**config.mk**
```make
export PLATFORM = sky130hd
export DESIGN_NAME = immediate_decode_stage
export DESIGN_NICKNAME = d
export VERILOG_FILES = /design/src/rtl/immediate_decode_stage_pkg.sv /design/src/rtl/immediate_decode_stage_imm_extract.sv /design/src/rtl/immediate_decode_stage.sv
export SDC_FILE = /design/constraint.sdc
export NUM_CORES = 1
export LEC_CHECK = 0
export CAP_MARGIN = 20
export CORE_UTILIZATION = 51
export CTS_BUF_LIST = sky130_fd_sc_hd__clkbuf_2
export CTS_CLUSTER_DIAMETER = 100
export CTS_CLUSTER_SIZE = 20
export DETAILED_ROUTE_END_ITERATION = 8
export GPL_TIMING_DRIVEN = 1
export HOLD_SLACK_MARGIN = 0.1
export PLACE_DENSITY = 0.86
export SYNTH_ARGS = -nofsm -noshare
export SYNTH_HDL_FRONTEND = slang
export SYNTH_SLANG_ARGS = --single-unit
export TNS_END_PERCENT = 100
```
**constraint.sdc**
```tcl
create_clock -name Clock_i -period 10.55 [get_ports Clock_i]
set_input_delay 2.11 -clock Clock_i [delete_from_list [all_inputs] [get_ports Clock_i]]
set_output_delay 2.11 -clock Clock_i [all_outputs]
set_load 0.01 [all_outputs]
```
**src/rtl/immediate_decode_stage_pkg.sv**
```systemverilog
// Shared opcode constants, format codes and skid-buffer states for the
// immediate decode stage.
package imm_pkg;

    localparam logic [6:0] OPC_LOAD      = 7'b0000011;
    localparam logic [6:0] OPC_OP_IMM    = 7'b0010011;
    localparam logic [6:0] OPC_JALR      = 7'b1100111;
    localparam logic [6:0] OPC_SYSTEM    = 7'b1110011;
    localparam logic [6:0] OPC_STORE     = 7'b0100011;
    localparam logic [6:0] OPC_BRANCH    = 7'b1100011;
    localparam logic [6:0] OPC_LUI       = 7'b0110111;
    localparam logic [6:0] OPC_AUIPC     = 7'b0010111;
    localparam logic [6:0] OPC_JAL       = 7'b1101111;
    localparam logic [6:0] OPC_OP        = 7'b0110011;
    localparam logic [6:0] OPC_OP_IMM_32 = 7'b0011011;

    typedef enum logic [2:0] {
        FMT_NONE = 3'd0,
        FMT_I    = 3'd1,
        FMT_S    = 3'd2,
        FMT_B    = 3'd3,
        FMT_U    = 3'd4,
        FMT_J    = 3'd5,
        FMT_R    = 3'd6
    } fmt_e;

    typedef enum logic [1:0] {
        SKID_EMPTY = 2'd0,
        SKID_ONE   = 2'd1,
        SKID_FULL  = 2'd2
    } skid_state_e;

endpackage

```
**src/rtl/immediate_decode_stage_imm_extract.sv**
```systemverilog
// Combinational RV32/RV64 immediate extractor: opcode -> format, illegal flag
// and the sign-extended immediate in the exact ISA bit layout.
module imm_extract
    import imm_pkg::*;
#(
    parameter int XLEN = 32
) (
    input  logic [31:0]     instr,
    output logic [XLEN-1:0] imm,
    output logic [2:0]      fmt,
    output logic            illegal
);

    fmt_e                fmt_sel;
    logic signed [31:0]  imm32;
    logic                s;

    function automatic logic [XLEN-1:0] sext32(input logic signed [31:0] v);
        return XLEN'(v);
    endfunction

    assign s = instr[31];

    always_comb begin
        fmt_sel = FMT_NONE;
        illegal = 1'b0;
        case (instr[6:0])
            OPC_LOAD, OPC_OP_IMM, OPC_JALR, OPC_SYSTEM: fmt_sel = FMT_I;
            OPC_STORE:                                  fmt_sel = FMT_S;
            OPC_BRANCH:                                 fmt_sel = FMT_B;
            OPC_LUI, OPC_AUIPC:                         fmt_sel = FMT_U;
            OPC_JAL:                                    fmt_sel = FMT_J;
            OPC_OP:                                     fmt_sel = FMT_R;
            OPC_OP_IMM_32: begin
                if (XLEN == 64) fmt_sel = FMT_I;
                else            illegal = 1'b1;
            end
            default:                                    illegal = 1'b1;
        endcase
    end

    // Everything is built at 32 bits first; RV64 only needs the sign widened.
    always_comb begin
        imm32 = '0;
        case (fmt_sel)
            FMT_I:   imm32 = {{20{s}}, instr[31:20]};
            FMT_S:   imm32 = {{20{s}}, instr[31:25], instr[11:7]};
            FMT_B:   imm32 = {{19{s}}, instr[31], instr[7], instr[30:25], instr[11:8], 1'b0};
            FMT_U:   imm32 = {instr[31:12], 12'b0};
            FMT_J:   imm32 = {{11{s}}, instr[31], instr[19:12], instr[20], instr[30:21], 1'b0};
            default: imm32 = '0;
        endcase
    end

    assign imm = sext32(imm32);
    assign fmt = fmt_sel;

endmodule

```
**src/rtl/immediate_decode_stage.sv**
```systemverilog
// Immediate decode pipeline stage: valid/ready in, decoded entry out, with a
// 2-entry skid buffer so the upstream ready comes straight from a flop.
module immediate_decode_stage
    import imm_pkg::*;
#(
    parameter int XLEN    = 32,
    parameter int TAG_W   = 4,
    parameter int EN_SKID = 1
) (
    input  logic             Clock_i,
    input  logic             Reset_i,
    input  logic             Flush_i,
    input  logic             InValid_i,
    output logic             InReady_o,
    input  logic [31:0]      Instruction_i,
    input  logic [XLEN-1:0]  Pc_i,
    input  logic [TAG_W-1:0] Tag_i,
    output logic             OutValid_o,
    input  logic             OutReady_i,
    output logic [XLEN-1:0]  ExtImmediate_o,
    output logic [2:0]       Format_o,
    output logic             Illegal_o,
    output logic [XLEN-1:0]  Pc_o,
    output logic [TAG_W-1:0] Tag_o
);

    if (!(XLEN == 32 || XLEN == 64)) begin : g_bad_xlen
        $error("immediate_decode_stage: XLEN must be 32 or 64");
    end

    typedef struct packed {
        logic [XLEN-1:0]  imm;
        logic [2:0]       fmt;
        logic             illegal;
        logic [XLEN-1:0]  pc;
        logic [TAG_W-1:0] tag;
    } entry_t;

    entry_t          in_p0;
    entry_t          out_p1;
    entry_t          skid_p1;
    logic [XLEN-1:0] ext_imm;
    logic [2:0]      ext_fmt;
    logic            ext_illegal;
    skid_state_e     state_q;
    skid_state_e     state_d;
    logic            rdy_q;
    logic            in_ready;
    logic            vld_p1;
    logic            accept;
    logic            load_out;
    logic            load_skid;
    logic            skid_to_out;

    // Stage p0: decode the incoming word
    imm_extract #(.XLEN(XLEN)) u_extract (
        .instr   (Instruction_i),
        .imm     (ext_imm),
        .fmt     (ext_fmt),
        .illegal (ext_illegal)
    );

    always_comb begin
        in_p0         = '0;
        in_p0.imm     = ext_imm;
        in_p0.fmt     = ext_fmt;
        in_p0.illegal = ext_illegal;
        in_p0.pc      = Pc_i;
        in_p0.tag     = Tag_i;
    end

    assign vld_p1 = (state_q != SKID_EMPTY);
    assign accept = InValid_i & in_ready;

    if (EN_SKID != 0) begin : g_skid
        assign in_ready = rdy_q;
    end else begin : g_no_skid
        // Without a skid slot the stage can only take a word if the output drains.
        assign in_ready = OutReady_i | ~vld_p1;
    end

    always_comb begin
        state_d     = state_q;
        load_out    = 1'b0;
        load_skid   = 1'b0;
        skid_to_out = 1'b0;
        case (state_q)
            SKID_EMPTY: begin
                if (accept) begin
                    state_d  = SKID_ONE;
                    load_out = 1'b1;
                end
            end
            SKID_ONE: begin
                if (accept && OutReady_i) begin
                    load_out = 1'b1;
                end else if (accept) begin
                    state_d   = SKID_FULL;
                    load_skid = 1'b1;
                end else if (OutReady_i) begin
                    state_d = SKID_EMPTY;
                end
            end
            SKID_FULL: begin
                if (OutReady_i) begin
                    state_d     = SKID_ONE;
                    skid_to_out = 1'b1;
                end
            end
            default: state_d = SKID_EMPTY;
        endcase
        if (Flush_i) begin
            state_d     = SKID_EMPTY;
            load_out    = 1'b0;
            load_skid   = 1'b0;
            skid_to_out = 1'b0;
        end
    end

    // Stage p1: output register and skid slot
    always_ff @(posedge Clock_i) begin
        if (Reset_i) begin
            state_q <= SKID_EMPTY;
            rdy_q   <= 1'b1;
            out_p1  <= '0;
        end else begin
            state_q <= state_d;
            rdy_q   <= (state_d != SKID_FULL);
            if (load_out)         out_p1 <= in_p0;
            else if (skid_to_out) out_p1 <= skid_p1;
        end
    end

    // The skid payload is only ever read while the FSM marks it valid.
    always_ff @(posedge Clock_i) begin
        if (load_skid) skid_p1 <= in_p0;
    end

    assign InReady_o      = in_ready;
    assign OutValid_o     = vld_p1;
    assign ExtImmediate_o = out_p1.imm;
    assign Format_o       = out_p1.fmt;
    assign Illegal_o      = out_p1.illegal;
    assign Pc_o           = out_p1.pc;
    assign Tag_o          = out_p1.tag;

endmodule

```
# Yosys cells after proc, flatten, opt, wreduce, memory -nomap -nowiden
# Index checks and enable logic that the tools add are counted.
# totals
ff_bits	147
inputBits	73
output_inout_bits	74
# classes
eq_ne	18
n_mux	22
bitwise_logic	1
n_reduce_logical	7
# op_table
op	count
one-hot mux 32 bit (5 select lines)	1
2-to-1 mux 72 bit	2
== test 7 bit, second input constant	4
== test 7 x 6 -> 1 bit, second input constant	3
one-hot mux 3 bit (6 select lines)	1
== test 7 x 5 -> 1 bit, second input constant	2
2-to-1 mux 2 bit	6
2-to-1 mux 1 bit	10
OR reduction 10 bit	1
== test 7 x 2 -> 1 bit, second input constant	1
== test 3 x 2 -> 1 bit, second input constant	2
== test 3 bit, second input constant	2
one-hot mux 2 bit (3 select lines)	1
nonzero test 2 bit	2
OR reduction 4 bit	1
== test 3 x 1 -> 1 bit, second input constant	1
== test 2 x 1 -> 1 bit, second input constant	1
== test 2 bit, second input constant	1
logical NOT 2 bit	1
inequality test 2 bit, second input constant	1
one-hot mux 1 bit (2 select lines)	1
OR reduction 2 bit	1
bitwise AND 1 bit	1
logical AND 1 bit	1

# Longest topological paths before layout
# logic_depth
word_depth	6
mapped_depth	8
mapped_depth_nobuf	5

# By module
# Synthesis repeated with hierarchy kept, for this count alone.
# unflattened
hier_cells	571
hier_area_um2	6468.7
# by_module_without_submodules
mod	n_inst	cells_each	area_each_um2	seq_area_each_um2
immediate_decode_stage	1	491	5836.8	3663.5
imm_extract	1	80	631.9	0.0

# Worst setup path after synthesis
# Ideal clock, no wire load.
# synth_path
kind	input to register
startpoint	input port Flush_i
endpoint	register skid_p1[0] in the netlist's numbering (enable)
setup_time_ps	687
arrival_ps	9155
path_slack_ps	707
cell_stages	1
path_cell_list	nor4_1
# synth_via
elab_chain_len	1
# synth_rtl
item	line_no	source
start, declared	immediate_decode_stage.sv:12	input logic Flush_i,
2-to-1 mux 1 bit	immediate_decode_stage.sv:112	if (Flush_i) begin
end signal, assigned	immediate_decode_stage.sv:136	if (load_skid) skid_p1 <= in_p0;
end, declared	immediate_decode_stage.sv:41	entry_t skid_p1;
# No other way between the ends.
# A chain may end at the register's enable or synchronous reset.

# Final worst setup path
# layout_path
startpoint	input port OutReady_i
endpoint	register out_p1, in the netlist ExtImmediate_o[20]
# layout_via
elab_chain_len	5
elab_cells_between_ends	9
cone_classes	mux: 7; reduce/logical: 2
# layout_rtl
item	line_no	source
start, declared	immediate_decode_stage.sv:19	input logic OutReady_i,
logical AND 1 bit	immediate_decode_stage.sv:95	if (accept && OutReady_i) begin
2-to-1 mux 1 bit	immediate_decode_stage.sv:95	
one-hot mux 1 bit (2 select lines)	immediate_decode_stage.sv:87	case (state_q)
2-to-1 mux 1 bit	immediate_decode_stage.sv:112	
2-to-1 mux 72 bit / nonzero test 2 bit (equally long branches)	--	
end signal, assigned	immediate_decode_stage.sv:129	if (load_out) out_p1 <= in_p0;
end signal, assigned	immediate_decode_stage.sv:130	else if (skid_to_out) out_p1 <= skid_p1;
end, declared	immediate_decode_stage.sv:40	entry_t out_p1;
# Several ways; a longest one is shown, not always the timed one.

==> run metrics <==
Final HPWL DP approximately 9.5 mm; Max clock buf depth 2; Setup Skew around 22 ps; drt pass-1 iters 6; core area approximately 11,000 um^2; RSZ-0062 raised after global routing false; port buffer count 146; asr flop ratio synth 0%; largest area contributor in the netlist edfxtp_1; TritonCTS Sinks 147; die area between 10,000 and 15,000 um^2; DRC 0; Initial DRC Count 401; Synth Flop Type dfxtp_1; Hold Fails Final Rpt 0; Hold WS between 400 and 500 ps; Initial Util ~52%; post-synth cell types 49; Max IR drop VDD 0.0000837 V; Synth Cell Area between 5000 and 6000 um^2; Post-Route WL between 10 and 15 mm; fin crit share about two fifths; first-pass GRT wire length between 20 and 25 mm; ANT nets after route 0; cts hold-fix bufs 0; CTS buffer count 17; vias per std cell approximately 5.8; Final Util between 60% and 70%; grt ovf 0; Top Ports 147; syn nets slightly above 600; Synth top area share about 36%; max-capacitance violation count 0; Post-synth EDFFs 72; # setup viols final 0; post-CTS resize count 0; ant diodes 0; Mapped Avg Cell Area approximately 11 um^2; WHS Path Cells 2; status finished, final reports clean; R2R Path End ExtImmediate_o[20]$_SDFFE_PP0P_; Ys Warns 0; GP Congestion between 0.8 and 0.9; Post-CTS Setup Bufs 0; pin count of the biggest net entering global routing 75; cell leakage power 2.72 nW; Critical Path Start Type input pin; Reg area 3660 um^2; Area contributors post-synth edfxtp_1 36%, dfxtp_1 25%, nand2_1 5.5%, a21oi_1 5.2%, a22oi_1 5.0%; register bit count reported by yosys 147; hold crit path type flop to flop; root buffer cell clkbuf_2; Least-Margin Pin Slew between 1000 and 1500 ps; fraction of layout cells with a size suffix above 1 under 10%; Relative slew margins 27.9%; placed cell count ~790; chip width 110 um; Finished Layout Cells 824; Total GRT Usage 24.8%; Period minus WS final between 4000 and 5000 ps; fillers ~890; Syn-to-layout area delta 27.0%; max-slew violation count 0; crit path capture type flop; design area between 7000 and 8000 um^2; Seq/Total Area, Yosys 61.3%; most frequent cell after synthesis nand2_1; Worst-path clk slew ~190 ps; vias in the first global route 4,611; FP Rows 39; worst r2r src state_q[0]$_SDFF_PP0_; DR WL/cell 17.8 um; cell area power density around 130 nW/um^2; worst hold endpoint Pc_o[23]$_SDFFE_PP0P_; Multi-input gate area 2060 um^2; synth cell count leaders 88 x nand2_1, 75 x dfxtp_1, 72 x edfxtp_1, 62 x a21oi_1, 40 x a22oi_1; hold path startpoint Pc_o[23]$_SDFFE_PP0P_; initial antenna violation count 0; Worst Path Max Fanout 62; Worst R2R Path Depth 6; Critical Path RT about 11,000 ps; via count between 4k and 5k; Post-Synthesis Cells about 540; crit path kind input pin to flop; fmax between 0.2 and 0.25 GHz; nets between 700 and 800; worst path arrival time 4650 ps; r2r setup slk between 8000 and 9000 ps; CTS tree done; die height 110 um; placed inst area between 7000 and 8000 um^2; setup TNS 0 ps; clk_lat worst skew approximately 700 ps; CTS H-tree lvls 4
## sequential cells by signal (all words and copies together), names as in the netlist
signal          cells
ExtImmediate_o     32
Format_o            3
Illegal_o           1
InReady_o           1
Pc_o               32
Tag_o               4
skid_p1            72
state_q             2
## cell families (layout without fill, tap and decap cells)
| family | Yosys count | in the layout | synth area share (%) |
|---|---|---|---|
| AOI/OAI and AO/OA | 188 | 188 | 21.2 |
| buffers and inverters | 48 | 185 | 4.44 |
| and+or+nand+nor | 159 | 159 | 12.7 |
| DFF | 147 | 147 | 61.3 |
| muxes | 1 | 1 | 0.167 |
| xor gates and xnor gates | 1 | 1 | 0.147 |
## where the power goes
part	total, mW	switching, mW	internal [mW]	leakage (nW)
registers	0.619	0.00764	0.611	1.33
clock network	0.272	0.190	0.0819	0.120
logic	0.121	0.0585	0.0629	1.26
total	1.01	0.257	0.756	2.72
## worst max-delay path by stage
stage / cells past startpoint / end / from / slack [ps]
floorplan: 1 / skid_p1[0]$_DFFE_PP_ / Flush_i / 710
global placement: 7 / ExtImmediate_o[20]$_SDFFE_PP0P_ / OutReady_i / 5990
detailed placement: 7 / ExtImmediate_o[20]$_SDFFE_PP0P_ / OutReady_i / 5820
CTS: 2 / OutValid_o / state_q[0]$_SDFF_PP0_ / 6490
global route: 7 / ExtImmediate_o[20]$_SDFFE_PP0P_ / OutReady_i / 6410
finish: 7 / ExtImmediate_o[20]$_SDFFE_PP0P_ / OutReady_i / 6520
## routing by layer
metal	share of wire, %	routed length [um]	vias to the layer above	global-route usage, %
met1	42	6200	2311	31.1
met3	8.7	1280	18	7.94
met2	48	7080	199	39.9
li1	-	-	2261	-
met5	0	0	-	0
met4	0.98	144	0	9.40
## layout by cell type, fill, tap and decap left out, types with 2 or more instances in the layout
cell type,count
nor2b_1,3
and3_1,2
a221oi_1,3
a21o_1,21
nand3_1,17
nor3_1,3
nor3_2,2
a21oi_1,62
and2_1,7
clkinvlp_4,2
nor3_4,2
dfxtp_1,75
a311oi_1,4
o211ai_1,2
nand2b_1,2
clkdlybuf4s50_1,145
clkinv_1,4
clkbuf_2,19
o21a_1,18
and4b_1,2
a22oi_1,40
a31oi_1,21
clkinv_2,3
buf_4,5
inv_1,3
nor2_1,18
edfxtp_1,72
nand2_1,88
o21ai_0,2
a22o_1,4
a32o_1,4
## final cells by class
| class | count | share of cell area [%] |
|---|---|---|
| multi-input combinational | 349 | 27.1 |
| sequential | 147 | 48.3 |
| tap | 143 | 2.36 |
| clock buffer | 19 | 1.25 |
| clock inverter | 12 | 1.22 |
| inverter | 3 | 0.148 |
| timing repair buffer | 151 | 19.7 |
## worst max-delay path: stages
cell             delay, ps
clkdlybuf4s50_1        480
nand2b_2               250
and3b_2                220
buf_4                  340
nor2_4                 850
a22oi_1                160
a31oi_1                220
## stage by stage
stage | power (mW) | setup slack, ps
6_report | 1.01 | 6520
5_1_grt | 1.06 | 6410
4_1_cts | 1.02 | 6490
3_5_place_dp | 0.752 | 5820
3_3_place_gp | 0.747 | 5990
2_1_floorplan | 0.685 | 707
Note: power is estimated with default switching activity, not from simulation.
